**config.mk**
```make
export PLATFORM = sky130hd
export DESIGN_NAME = dict_loader
export DESIGN_NICKNAME = d
export VERILOG_FILES = /design/src/rtl/dict_loader.sv
export SDC_FILE = /design/constraint.sdc
export NUM_CORES = 1
export LEC_CHECK = 0
export BUFFER_PORTS_ARGS = -buffer_cell sky130_fd_sc_hd__buf_2
export CAP_MARGIN = 20
export CORE_MARGIN = 4
export CORE_UTILIZATION = 40
export DETAILED_ROUTE_END_ITERATION = 6
export PLACE_DENSITY = 0.69
export SLEW_MARGIN = 20
export SYNTH_ARGS = -nofsm -noshare
export SYNTH_HDL_FRONTEND = slang
export SYNTH_SLANG_ARGS = --single-unit
```
**constraint.sdc**
```tcl
create_clock -name clk -period 5.1 [get_ports clk]
set_clock_uncertainty 0.1 [all_clocks]
set_input_delay 0.765 -clock clk [delete_from_list [all_inputs] [get_ports clk]]
set_output_delay 0.765 -clock clk [all_outputs]
set_load 0.03 [all_outputs]
```
**src/rtl/dict_loader.sv**
```systemverilog
// Boot-time dictionary loader: reads a header plus entries from memory, then emits one write strobe per entry.
// Each word takes 3 cycles plus the memory wait. Only one read is outstanding; requests hold until mem_req_ready.
module dict_loader #(
  parameter int          FIELD1_VAL_WIDTH   = 7,
  parameter int          FIELD2_VAL_WIDTH   = 12,
  parameter int          FIELD3_VAL_WIDTH   = 13,
  parameter int          FIELD1_MAX_ENTRIES = 8,
  parameter int          FIELD2_MAX_ENTRIES = 64,
  parameter int          FIELD3_MAX_ENTRIES = 128,
  parameter logic [31:0] DICT_BASE_ADDR     = 32'h0001_0000,
  parameter logic [7:0]  MAGIC              = 8'hD1
) (
  input  logic                        clk,
  input  logic                        resetn,
  input  logic                        start,
  output logic                        busy,
  output logic                        done,
  output logic                        error,
  output logic                        mem_req_valid,
  input  logic                        mem_req_ready,
  output logic [31:0]                 mem_req_addr,
  input  logic [31:0]                 mem_req_rdata,
  output logic                        dict1_write_enable,
  output logic [FIELD1_VAL_WIDTH-1:0] dict1_write_val,
  output logic                        dict2_write_enable,
  output logic [FIELD2_VAL_WIDTH-1:0] dict2_write_val,
  output logic                        dict3_write_enable,
  output logic [FIELD3_VAL_WIDTH-1:0] dict3_write_val
);

  localparam logic [8:0] MAX1 = 9'(FIELD1_MAX_ENTRIES);
  localparam logic [8:0] MAX2 = 9'(FIELD2_MAX_ENTRIES);
  localparam logic [8:0] MAX3 = 9'(FIELD3_MAX_ENTRIES);

  typedef enum logic [2:0] {
    S_IDLE, S_HEADER, S_LOAD1, S_LOAD2, S_LOAD3, S_DONE, S_ERROR
  } state_t;

  state_t      state_q, state_d;
  logic        gap_q, gap_d;
  logic        valid_q, valid_d;
  logic [31:0] addr_q, addr_d;
  logic [31:0] hdr_q, hdr_d;
  logic [9:0]  idx_q, idx_d;
  logic [7:0]  rem_q, rem_d;
  logic [7:0]  cnt2_q, cnt2_d;
  logic [7:0]  cnt3_q, cnt3_d;
  logic        wr1_q, wr1_d, wr2_q, wr2_d, wr3_q, wr3_d;
  logic [FIELD1_VAL_WIDTH-1:0] val1_q, val1_d;
  logic [FIELD2_VAL_WIDTH-1:0] val2_q, val2_d;
  logic [FIELD3_VAL_WIDTH-1:0] val3_q, val3_d;
  logic        launch;

  logic [7:0] h_cnt1, h_cnt2, h_cnt3;
  logic       hdr_bad;

  assign h_cnt1  = hdr_q[7:0];
  assign h_cnt2  = hdr_q[15:8];
  assign h_cnt3  = hdr_q[23:16];
  assign hdr_bad = (hdr_q[31:24] != MAGIC) || ({1'b0, h_cnt1} > MAX1) ||
                   ({1'b0, h_cnt2} > MAX2) || ({1'b0, h_cnt3} > MAX3);

  always_comb begin
    state_d = state_q;
    gap_d   = gap_q;
    valid_d = valid_q;
    addr_d  = addr_q;
    hdr_d   = hdr_q;
    idx_d   = idx_q;
    rem_d   = rem_q;
    cnt2_d  = cnt2_q;
    cnt3_d  = cnt3_q;
    wr1_d   = 1'b0;
    wr2_d   = 1'b0;
    wr3_d   = 1'b0;
    val1_d  = val1_q;
    val2_d  = val2_q;
    val3_d  = val3_q;
    launch  = 1'b0;
    case (state_q)
      S_IDLE, S_DONE, S_ERROR: begin
        if (start) begin
          state_d = S_HEADER;
          idx_d   = '0;
          gap_d   = 1'b0;
          valid_d = 1'b1;
          addr_d  = DICT_BASE_ADDR;
        end
      end
      default: begin
        if (gap_q) begin
          // Idle cycle after a capture: decide where to go and raise the next request.
          gap_d = 1'b0;
          case (state_q)
            S_HEADER: begin
              if (hdr_bad) begin
                state_d = S_ERROR;
              end else begin
                cnt2_d = h_cnt2;
                cnt3_d = h_cnt3;
                launch = 1'b1;
                if (h_cnt1 != 8'd0) begin
                  state_d = S_LOAD1;
                  rem_d   = h_cnt1;
                end else if (h_cnt2 != 8'd0) begin
                  state_d = S_LOAD2;
                  rem_d   = h_cnt2;
                end else if (h_cnt3 != 8'd0) begin
                  state_d = S_LOAD3;
                  rem_d   = h_cnt3;
                end else begin
                  state_d = S_DONE;
                  launch  = 1'b0;
                end
              end
            end
            default: begin
              if (rem_q != 8'd1) begin
                rem_d  = rem_q - 8'd1;
                launch = 1'b1;
              end else if (state_q == S_LOAD1 && cnt2_q != 8'd0) begin
                state_d = S_LOAD2;
                rem_d   = cnt2_q;
                launch  = 1'b1;
              end else if (state_q != S_LOAD3 && cnt3_q != 8'd0) begin
                state_d = S_LOAD3;
                rem_d   = cnt3_q;
                launch  = 1'b1;
              end else begin
                state_d = S_DONE;
              end
            end
          endcase
          if (launch) begin
            idx_d   = idx_q + 10'd1;
            valid_d = 1'b1;
            addr_d  = DICT_BASE_ADDR + {20'd0, idx_d, 2'b00};
          end
        end else if (valid_q && mem_req_ready) begin
          valid_d = 1'b0;
          gap_d   = 1'b1;
          case (state_q)
            S_HEADER: hdr_d = mem_req_rdata;
            S_LOAD1: begin
              wr1_d  = 1'b1;
              val1_d = mem_req_rdata[FIELD1_VAL_WIDTH-1:0];
            end
            S_LOAD2: begin
              wr2_d  = 1'b1;
              val2_d = mem_req_rdata[FIELD2_VAL_WIDTH-1:0];
            end
            S_LOAD3: begin
              wr3_d  = 1'b1;
              val3_d = mem_req_rdata[FIELD3_VAL_WIDTH-1:0];
            end
            default: ;
          endcase
        end
      end
    endcase
  end

  always_ff @(posedge clk or negedge resetn) begin
    if (!resetn) begin
      state_q <= S_IDLE;
      gap_q   <= 1'b0;
      valid_q <= 1'b0;
      addr_q  <= '0;
      hdr_q   <= '0;
      idx_q   <= '0;
      rem_q   <= '0;
      cnt2_q  <= '0;
      cnt3_q  <= '0;
      wr1_q   <= 1'b0;
      wr2_q   <= 1'b0;
      wr3_q   <= 1'b0;
      val1_q  <= '0;
      val2_q  <= '0;
      val3_q  <= '0;
    end else begin
      state_q <= state_d;
      gap_q   <= gap_d;
      valid_q <= valid_d;
      addr_q  <= addr_d;
      hdr_q   <= hdr_d;
      idx_q   <= idx_d;
      rem_q   <= rem_d;
      cnt2_q  <= cnt2_d;
      cnt3_q  <= cnt3_d;
      wr1_q   <= wr1_d;
      wr2_q   <= wr2_d;
      wr3_q   <= wr3_d;
      val1_q  <= val1_d;
      val2_q  <= val2_d;
      val3_q  <= val3_d;
    end
  end

  assign busy               = (state_q == S_HEADER) || (state_q == S_LOAD1) ||
                              (state_q == S_LOAD2)  || (state_q == S_LOAD3);
  assign done               = (state_q == S_DONE);
  assign error              = (state_q == S_ERROR);
  assign mem_req_valid      = valid_q;
  assign mem_req_addr       = addr_q;
  assign dict1_write_enable = wr1_q;
  assign dict1_write_val    = val1_q;
  assign dict2_write_enable = wr2_q;
  assign dict2_write_val    = val2_q;
  assign dict3_write_enable = wr3_q;
  assign dict3_write_val    = val3_q;

endmodule

```
# == Word level (Yosys, flattened, before mapping) ==
# Index checks and enable logic that the tools add are counted.
# op_classes
n_shift,0
div_mod_pow,0
n_addsub,3
n_eq_ne,14
n_lt_le_gt_ge,3
n_bitwise,3
mux,58
n_reduce_logical,29
n_mul,0
# op_table
operator,n
32-bit 2-to-1 mux,4
8-bit 2-to-1 mux,8
10-bit 2-to-1 mux,4
8-bit nonzero test,5
1-bit 2-to-1 mux,33
3-bit 2-to-1 mux,9
4-bit AND reduction,5
"17-bit by 12-bit adder with 18-bit output, first input constant",1
"10-bit by 1-bit adder with 10-bit output, second input constant",1
"3-bit equality test, second input constant",3
3-bit AND reduction,3
"8-bit by 4-bit > comparator with 1-bit output, second input constant",1
"8-bit by 7-bit > comparator with 1-bit output, second input constant",1
"8-bit > comparator, second input constant",1
"8-bit by 1-bit != test with 1-bit output, second input constant",1
"8-bit != test, second input constant",1
"8-bit by 1-bit subtractor with 8-bit output, second input constant",1
"3-bit by 2-bit equality test with 1-bit output, second input constant",2
1-bit logical OR,6
"3-bit by 1-bit != test with 1-bit output, second input constant",2
5-bit AND reduction,1
"2-bit != test, second input constant",2
"4-bit != test, second input constant",1
2-bit nonzero test,2
8 further kinds,12
# totals
out_inout_bits,71
reg_bits,138
mem_bits_ro,0
mem_bits_rw,0
latch_bits,0
inputBits,36
word_cells,125
n_memories,0

# == Longest topological paths before layout ==
# Gate-level depths: netlist of run 1.
# depth
word_depth,11
depth_mapped,10
ltp_nobuf,8

# == Worst setup path before layout of run 1 ==
# OpenSTA, ideal clock, no wires.
# synth_path
path_type,register to register
start,register hdr_q[7]
end,register rem_q[0]
setup_ns,0.120
n_path_buf,0
required_time_ns,4.880
path_stages_with_launch,7
period_less_slack_ns,2.445
t_arrival_ns,2.225
setup_slack_ns,2.655
cell_sequence,dfrtp_1 or4_4 nand4b_4 a2111o_1 a2111oi_0 o32ai_1 a31o_1
# synth_between
elab_chain_cells,6
word_cells_on_any_way,11
classes_between,1 x order compare; 2 x eq/ne; 3 x mux; 5 x reduce/logical
# synth_rtl
element,line_no,text
start: declaration,43,"logic [31:0] hdr_q, hdr_d;"
start signal: assignment,185,hdr_q <= hdr_d;
8-bit by 4-bit > comparator with 1-bit output,60,"assign hdr_bad = (hdr_q[31:24] != MAGIC) || ({1'b0, h_cnt1} > MAX1) ||"
1-bit logical OR (2 in series),60,
1-bit logical OR,61,"({1'b0, h_cnt2} > MAX2) || ({1'b0, h_cnt3} > MAX3);"
2-bit != test (no source line),--,
5-bit AND reduction (no source line),--,
end signal: assignment,187,rem_q <= rem_d;
end: declaration,45,"logic [7:0] rem_q, rem_d;"
# Several ways; a longest one is shown, not always the timed one. The select of a mux whose other input is x is not followed.
# A chain may end at the register's enable or synchronous reset.

# == Worst setup path in the final report of run 1 ==
# layout_path
start,register hdr_q[19]
end,register rem_q[0]
# layout_between
elab_chain_cells,4
word_cells_on_any_way,6
classes_between,1 x order compare; 2 x eq/ne; 3 x reduce/logical
# layout_rtl
element,line_no
8-bit > comparator,61
1-bit logical OR,61
2-bit != test (no source line),--
5-bit AND reduction (no source line) *,--
# Mark *: on every way between the ends. The rest lies on a longest branch, timed or not.

==> results of run 1 <==
==> flip-flops by register name (all words and copies together), names as in the netlist <==
register	count
cnt2_q	8
dict3_write_enable	1
gap_q	1
dict2_write_val	12
state_q	3
rem_q	8
idx_q	9
cnt3_q	8
mem_req_addr	2
dict1_write_val	7
mem_req_valid	1
hdr_q	32
dict1_write_enable	1
dict2_write_enable	1
dict3_write_val	13
==> tightest hold or removal path: stages (launching register included) <==
cell and delay, ns:
dfrtp_1 0.34, nand2_1 0.05, nand2_1 0.05
==> metrics by stage <==
stage / hold WS [ns] / util / worst slack, ns / instance area (µm²) / std cells
2_1_floorplan: 0.3689 / - / 2.655 / 5308 / 495
3_3_place_gp: 0.3542 / 0.4494 / 2.262 / 5718 / 712
3_5_place_dp: 0.3599 / 0.4494 / 2.172 / 5718 / 712
4_1_cts: 0.3780 / 0.4730 / 2.169 / 6017 / 728
5_1_grt: 0.4119 / 0.4730 / 1.910 / 6017 / 728
6_report: 0.3705 / 0.4730 / 2.092 / 6017 / 728
==> synth_stat cells, types with 2 or more instances <==
cell type / number
mux2i_1: 4
inv_1: 11
mux2_2: 70
o211ai_1: 3
and3_1: 4
clkbuf_1: 10
a21oi_1: 15
buf_4: 22
and3b_1: 2
a41oi_1: 5
o21bai_1: 2
o21ai_0: 24
buf_2: 8
and2_1: 3
a221oi_1: 2
nor3_1: 10
o31a_1: 2
nor2_1: 19
or4_1: 8
nor2b_1: 3
a31oi_1: 2
nand2_1: 65
a31o_2: 2
nand4_1: 5
nand3_1: 5
dfrtp_1: 107
o21a_1: 2
nor3b_1: 2
buf_1: 2
ha_1: 3
o31ai_1: 5
nor4_1: 6
xnor2_1: 3
or3_1: 4
nand2b_1: 5
==> worst max-delay path by stage <==
stage	to	slack [ns]	cells past startpoint
after floorplan	rem_q[0]	2.66	6
after global routing	rem_q[0]	1.91	6
after detailed placement	mem_req_addr[16]	2.17	6
final	rem_q[0]	2.09	6
after CTS	mem_req_addr[16]	2.17	6
after global placement	mem_req_addr[16]	2.26	6
==> power breakdown <==
group          internal (mW)  switching, mW  total, mW
combinational          0.500          0.809       1.31
sequential              1.12          0.267       1.39
clock                  0.364          0.319      0.683
==> cell usage in the layout (no fill, tap or decap), types with 4 or more instances in the layout <==
cell type and instances:
a21oi_1 15, nand4_1 5, clkbuf_16 9, inv_1 11
nand3_1 5, o21ai_0 24, or4_1 8, buf_2 84
and3_1 4, mux2i_1 4, nand2_1 65, nand2b_1 5
mux2_2 70, nor3_1 10, a41oi_1 5, nor2_1 18
nor4_1 6, or3_1 4, o31ai_1 5, dfrtp_1 107
conb_1 21
==> logic make-up after synthesis <==
logic type / count (synthesis)
AO/OA/AOI/OAI: 80
XOR/XNOR: 4
adder cells (fa/ha/maj): 3
buffers and inverters: 53
flip-flops: 107
multiplexers: 74
other: 1
AND/OR/NAND/NOR: 153
==> metal layers <==
layer / up-vias / global-route usage / routed length [µm]
li1: 1809 / - / -
met3: 17 / 0.04194 / 833
met5: - / 0 / 0
met1: 1903 / 0.2275 / 5438
met4: 0 / 0.05598 / 211
met2: 158 / 0.2862 / 6073
==> layout make-up <==
cell class,count,area [µm²],area share
Sequential cell,107,2678,0.4450
Multi-Input combinational cell,335,2341,0.3891
Timing Repair Buffer,87,442.9,0.07361
Clock buffer,11,252.7,0.04200
Tap cell,172,215.2,0.03577
Clock inverter,5,46.29,0.007694
Inverter,11,41.29,0.006862
==> results.json, run 1 <==
{
  "synth_simple_gate_area_share": 0.1557,
  "numPortBuffers": 85,
  "ys_ff_latch": 107,
  "die-area_mm2": 0.01498,
  "layout-drive-gt1-share": 0.3363,
  "synth_fa_ha_area_frac": 0.007174,
  "cts.sinks": 107,
  "drc": 0,
  "vias": 3887,
  "synth_seq_area_share": 0.5117,
  "rsz0062_at_grt": "false",
  "worstReg2RegStart": "hdr_q[19]",
  "post-route-period-util": 0.5898,
  "drv_cap": 0,
  "vias_per_cell": 5.339,
  "postCtsSetupRepairBufs": 0,
  "synth_area_mm2": 0.005233,
  "ctsHoldBuffers": 0,
  "ys_warn_count": 0,
  "wire_per_inst_um": 17.25,
  "synthXorXnorAreaFrac": 0.006695,
  "post-synth-top-area-fraction": 0.5117,
  "cpPeakStageDelay_ns": 0.85,
  "crit_start": "hdr_q[19]",
  "worstSetupEndpointType": "flip-flop",
  "gr-total-overflow": 0,
  "io_pins": 107,
  "num-fill-cells": 1228,
  "netlist_instances": 475,
  "clockRootBuffer": "clkbuf_16",
  "leakage_nw": 2.950,
  "finalPower_mw": 3.380,
  "critical_path_required_ns": 5.24,
  "cts_buffers": 9,
  "synthToLayoutAreaGrowth_pct": 14.99,
  "setup-violations-final": 0,
  "dieWidth_um": 122.4,
  "min_from": "dict3_write_val[9]",
  "cp.arrival_ns": 3.15,
  "core_area_mm2": 0.01272,
  "fmax_ghz": 0.3325,
  "async_reset_ff_frac": 1.000,
  "antenna_found_initial": 0,
  "grt_pass1_vias": 3961,
  "rrSetupSlack_ns": 2.09,
  "worstReg2RegEnd": "rem_q[0]",
  "cts.path.max_buffers": 2,
  "htree_num_levels": 3,
  "hold_viol": 0,
  "fin_crit_ns": 3.008,
  "synth_edf_count": 0,
  "setup_tns_ns": 0,
  "synthMuxAreaShare": 0.1583,
  "synth_top_family_by_area": "multiplexers",
  "synth_compound_area_frac": 0.1040,
  "grt_use_total": 0.1741,
  "reg2reg_depth": 6,
  "dr.pass1.iters": 5,
  "start_util": 0.4113,
  "cts_tree": "done",
  "cts.repair.resized": 0,
  "synth_area_leaders": "dfrtp_1 (51%), mux2_2 (15%), nand2_1 (4.7%)",
  "max-slew-margin-rel": 0.3651,
  "peakVddDrop_uv": 308.7,
  "critPathBufInv": 0,
  "nNetsFinal": 590,
  "worst_pin_slew_ns": 0.9283,
  "hold_depth": 2,
  "grt_first_pass_wirelength_mm": 20.60,
  "synth_top_flop_cell": "dfrtp_1",
  "drt_iter0_markers": 296,
  "wl_mm": 12.56,
  "drv_slew": 0,
  "crit_chain": "nor4_1, a21boi_0, a2111o_1, a2111oi_0, o32ai_1, a31o_1",
  "power_density_mw_per_mm2": 561.7,
  "dpl.hpwl_mm": 9.384,
  "row_count": 41,
  "cp_slowest_cell": "a2111oi_0",
  "status": "complete, no violations",
  "synth_top_area_cell": "dfrtp_1",
  "cp_max_fo": 5,
  "clkTransAtPathRegs_ns": 0.07,
  "crit_type": "flip-flop to flip-flop",
  "startpoint_type": "flip-flop",
  "cp_top_family": "compound AO/OA/AOI/OAI gates",
  "grt_max_degree": 78,
  "avgSynthCellArea_um2": 11.02,
  "whs_endpoint": "dict3_write_val[9]",
  "num_antenna_cells": 0,
  "ant_nets": 0,
  "hp-class": "flip-flop to flip-flop",
  "die_h_um": 122.4,
  "gp_congestion": 0.8645,
  "ys_types": 65,
  "insertion_delay_ns": 0.35
}
Power figures use the tool's default switching activity.
==> run 2, diff against run 1 <==
--- a/config.mk
+++ b/config.mk
@@ -10,7 +10,7 @@
 export CORE_MARGIN = 4
 export CORE_UTILIZATION = 40
 export DETAILED_ROUTE_END_ITERATION = 6
-export PLACE_DENSITY = 0.69
+export PLACE_DENSITY = 0.72
 export SLEW_MARGIN = 20
 export SYNTH_ARGS = -nofsm -noshare
 export SYNTH_HDL_FRONTEND = slang
==> constraint.sdc (replaced) <==
create_clock -name clk -period 2.6 [get_ports clk]
set_clock_uncertainty 0.1 [all_clocks]
set_input_delay 0.39 -clock clk [delete_from_list [all_inputs] [get_ports clk]]
set_output_delay 0.39 -clock clk [all_outputs]
set_load 0.03 [all_outputs]
==> run 2 against run 1 <==
Against the previous run: the flow now finishes with violations (hold timing, setup timing); sequential cell count did not move; register-to-register slack got worse by 2.1 ns; combinational power rose by 120%; worst setup slack got worse by 2.1 ns; critical path depth did not move; global-route usage barely moved; power rose by 100%; final cell count rose by 3.6%; fmax rose by 14%; first-iteration DRC count rose by 2.0%; count of clock-buffer cells in the layout rose by 1; sequential power rose by 93%; largest power group is now combinational cells.
==> results.json, run 2 (synthesis results as in run 1) <==
{
  "numPortBuffers": 85,
  "dp_slack_ns": -0.02944,
  "drc": 0,
  "worst_pin_slew_ns": 0.6554,
  "critical_path_required_ns": 2.77,
  "row_count": 41,
  "setup-violations-final": 2,
  "insertion_delay_ns": 0.35,
  "cts.path.max_buffers": 2,
  "p_sw_mw": 2.800,
  "die-area_mm2": 0.01498,
  "startpoint_type": "flip-flop",
  "grt_pass1_vias": 4086,
  "drv_slew": 0,
  "vias": 4071,
  "power_frac_comb": 0.426,
  "cts.sinks": 107,
  "cts_buffers": 9,
  "wl_mm": 12.74,
  "grt_max_degree": 108,
  "seq_area_mm2": 0.002678,
  "hold_viol": 5,
  "peakVddDrop_uv": 685.4,
  "die_h_um": 122.4,
  "start_util": 0.4113,
  "dpl.hpwl_mm": 9.517,
  "drv_cap": 0,
  "final_cell_mix": "dfrtp_1 (107), buf_2 (84), mux2_2 (67)",
  "num-fill-cells": 1181,
  "vias_per_cell": 5.399,
  "cp.arrival_ns": 2.80,
  "ant_nets": 0,
  "num_antenna_cells": 0,
  "gp_congestion": 1.005,
  "internal_power_mw": 4.080,
  "io_pins": 107,
  "final_common_cell": "dfrtp_1",
  "timing.hold.ws_ns": -0.01284,
  "hp-class": "input pin to asynchronous set/reset pin",
  "clockRootBuffer": "clkbuf_16",
  "synthToLayoutAreaGrowth_pct": 19.80,
  "cts_tree": "done",
  "swShare": 0.4069,
  "layout-drive-gt1-share": 0.3711,
  "dr.pass1.iters": 4,
  "post-route-period-util": 1.013,
  "finalPower_mw": 6.880,
  "clock_power_share": 0.185,
  "max-slew-margin-rel": 0.5621,
  "ctsHoldBuffers": 0,
  "crit_type": "flip-flop to flip-flop",
  "largest_reg_flops": 32,
  "nNetsFinal": 616,
  "cp_max_fo": 15,
  "drt_iter0_markers": 302,
  "setup_tns_ns": -0.04040,
  "fin_ws_ns": -0.03381,
  "gr-total-overflow": 0,
  "core_area_mm2": 0.01272,
  "clkTransAtPathRegs_ns": 0.07,
  "largest-register": "hdr_q",
  "dieWidth_um": 122.4,
  "multiInputGateArea_mm2": 0.002387,
  "htree_num_levels": 3,
  "grt_use_total": 0.1744,
  "power_density_mw_per_mm2": 1098,
  "leakage_nw": 3.101,
  "seqPwrFrac": 0.389,
  "grt_first_pass_wirelength_mm": 20.50,
  "worstSetupEndpointType": "flip-flop",
  "rsz0062_at_grt": "true",
  "fin_crit_ns": 2.634,
  "violations": "hold timing, setup timing",
  "fmax_ghz": 0.3797,
  "wire_per_inst_um": 16.90,
  "antenna_found_initial": 0,
  "status": "finished, violations left"
}
run 2: timing repair:
action / in CTS / in global routing
resized for setup: 1 / 10
buffers inserted: 0 / 2
endpoints found under the setup margin: 3 / 26
endpoints found under the hold margin: 0 / 0
pin swaps: 1 / 1
run 2: final timing paths:
kind,from,end,slack [ns],depth (start not counted)
min in group clk,mem_req_rdata[14],hdr_q[14],0.16,3
worst max register to register,hdr_q[7],idx_q[7],-0.03,6
worst max-delay path,hdr_q[7],idx_q[7],-0.03,6
worst min-delay path,resetn,idx_q[7],-0.01,2
worst min register to register,mem_req_addr[16],mem_req_addr[16],0.37,1
max in group asynchronous,resetn,dict1_write_val[1],1.96,2
run 2: stage by stage:
| stage | hold slack [ns] | cells | utilization | area (µm²) |
|---|---|---|---|---|
| 2_1_floorplan | -0.005591 | 495 | - | 5308 |
| 3_3_place_gp | 0.3541 | 736 | 0.4666 | 5936 |
| 3_5_place_dp | 0.3528 | 736 | 0.4666 | 5936 |
| 4_1_cts | 0.02099 | 752 | 0.4880 | 6208 |
| 5_1_grt | 0.01649 | 754 | 0.4927 | 6269 |
| 6_report | -0.01284 | 754 | 0.4927 | 6269 |
run 2: critical path: stages, from the launching register on:
cell	delay [ns]
dfrtp_1	0.38
or4_4	0.54
nand4b_4	0.17
a2111o_1	0.37
o21a_4	0.30
or4_1	0.51
a21oi_2	0.17
run 2: metal layers:
metal  GRT usage  wire length, µm  up-vias
met5           0                0        -
li1            -                -     1875
met4     0.07348              325        0
met2      0.2848             6151      166
met1      0.2190             5288     2004
met3     0.04700              975       26
run 2: power by group through the flow:
stage / Sequential, mW / Clock, mW / Combinational, mW
3_3_place_gp: 2.66 / 0 / 2.81
2_1_floorplan: 2.98 / 0 / 1.57
5_1_grt: 2.76 / 1.38 / 3.17
4_1_cts: 2.67 / 1.31 / 2.87
3_5_place_dp: 2.69 / 0 / 2.85
6_report: 2.68 / 1.27 / 2.93
run 2: area by class of cell:
type	count	area share
Clock inverter	4	0.005589
Tap cell	172	0.03433
Timing Repair Buffer	113	0.1078
Inverter	11	0.006587
Sequential cell	107	0.4271
Multi-Input combinational cell	335	0.3808
Clock buffer	12	0.03772
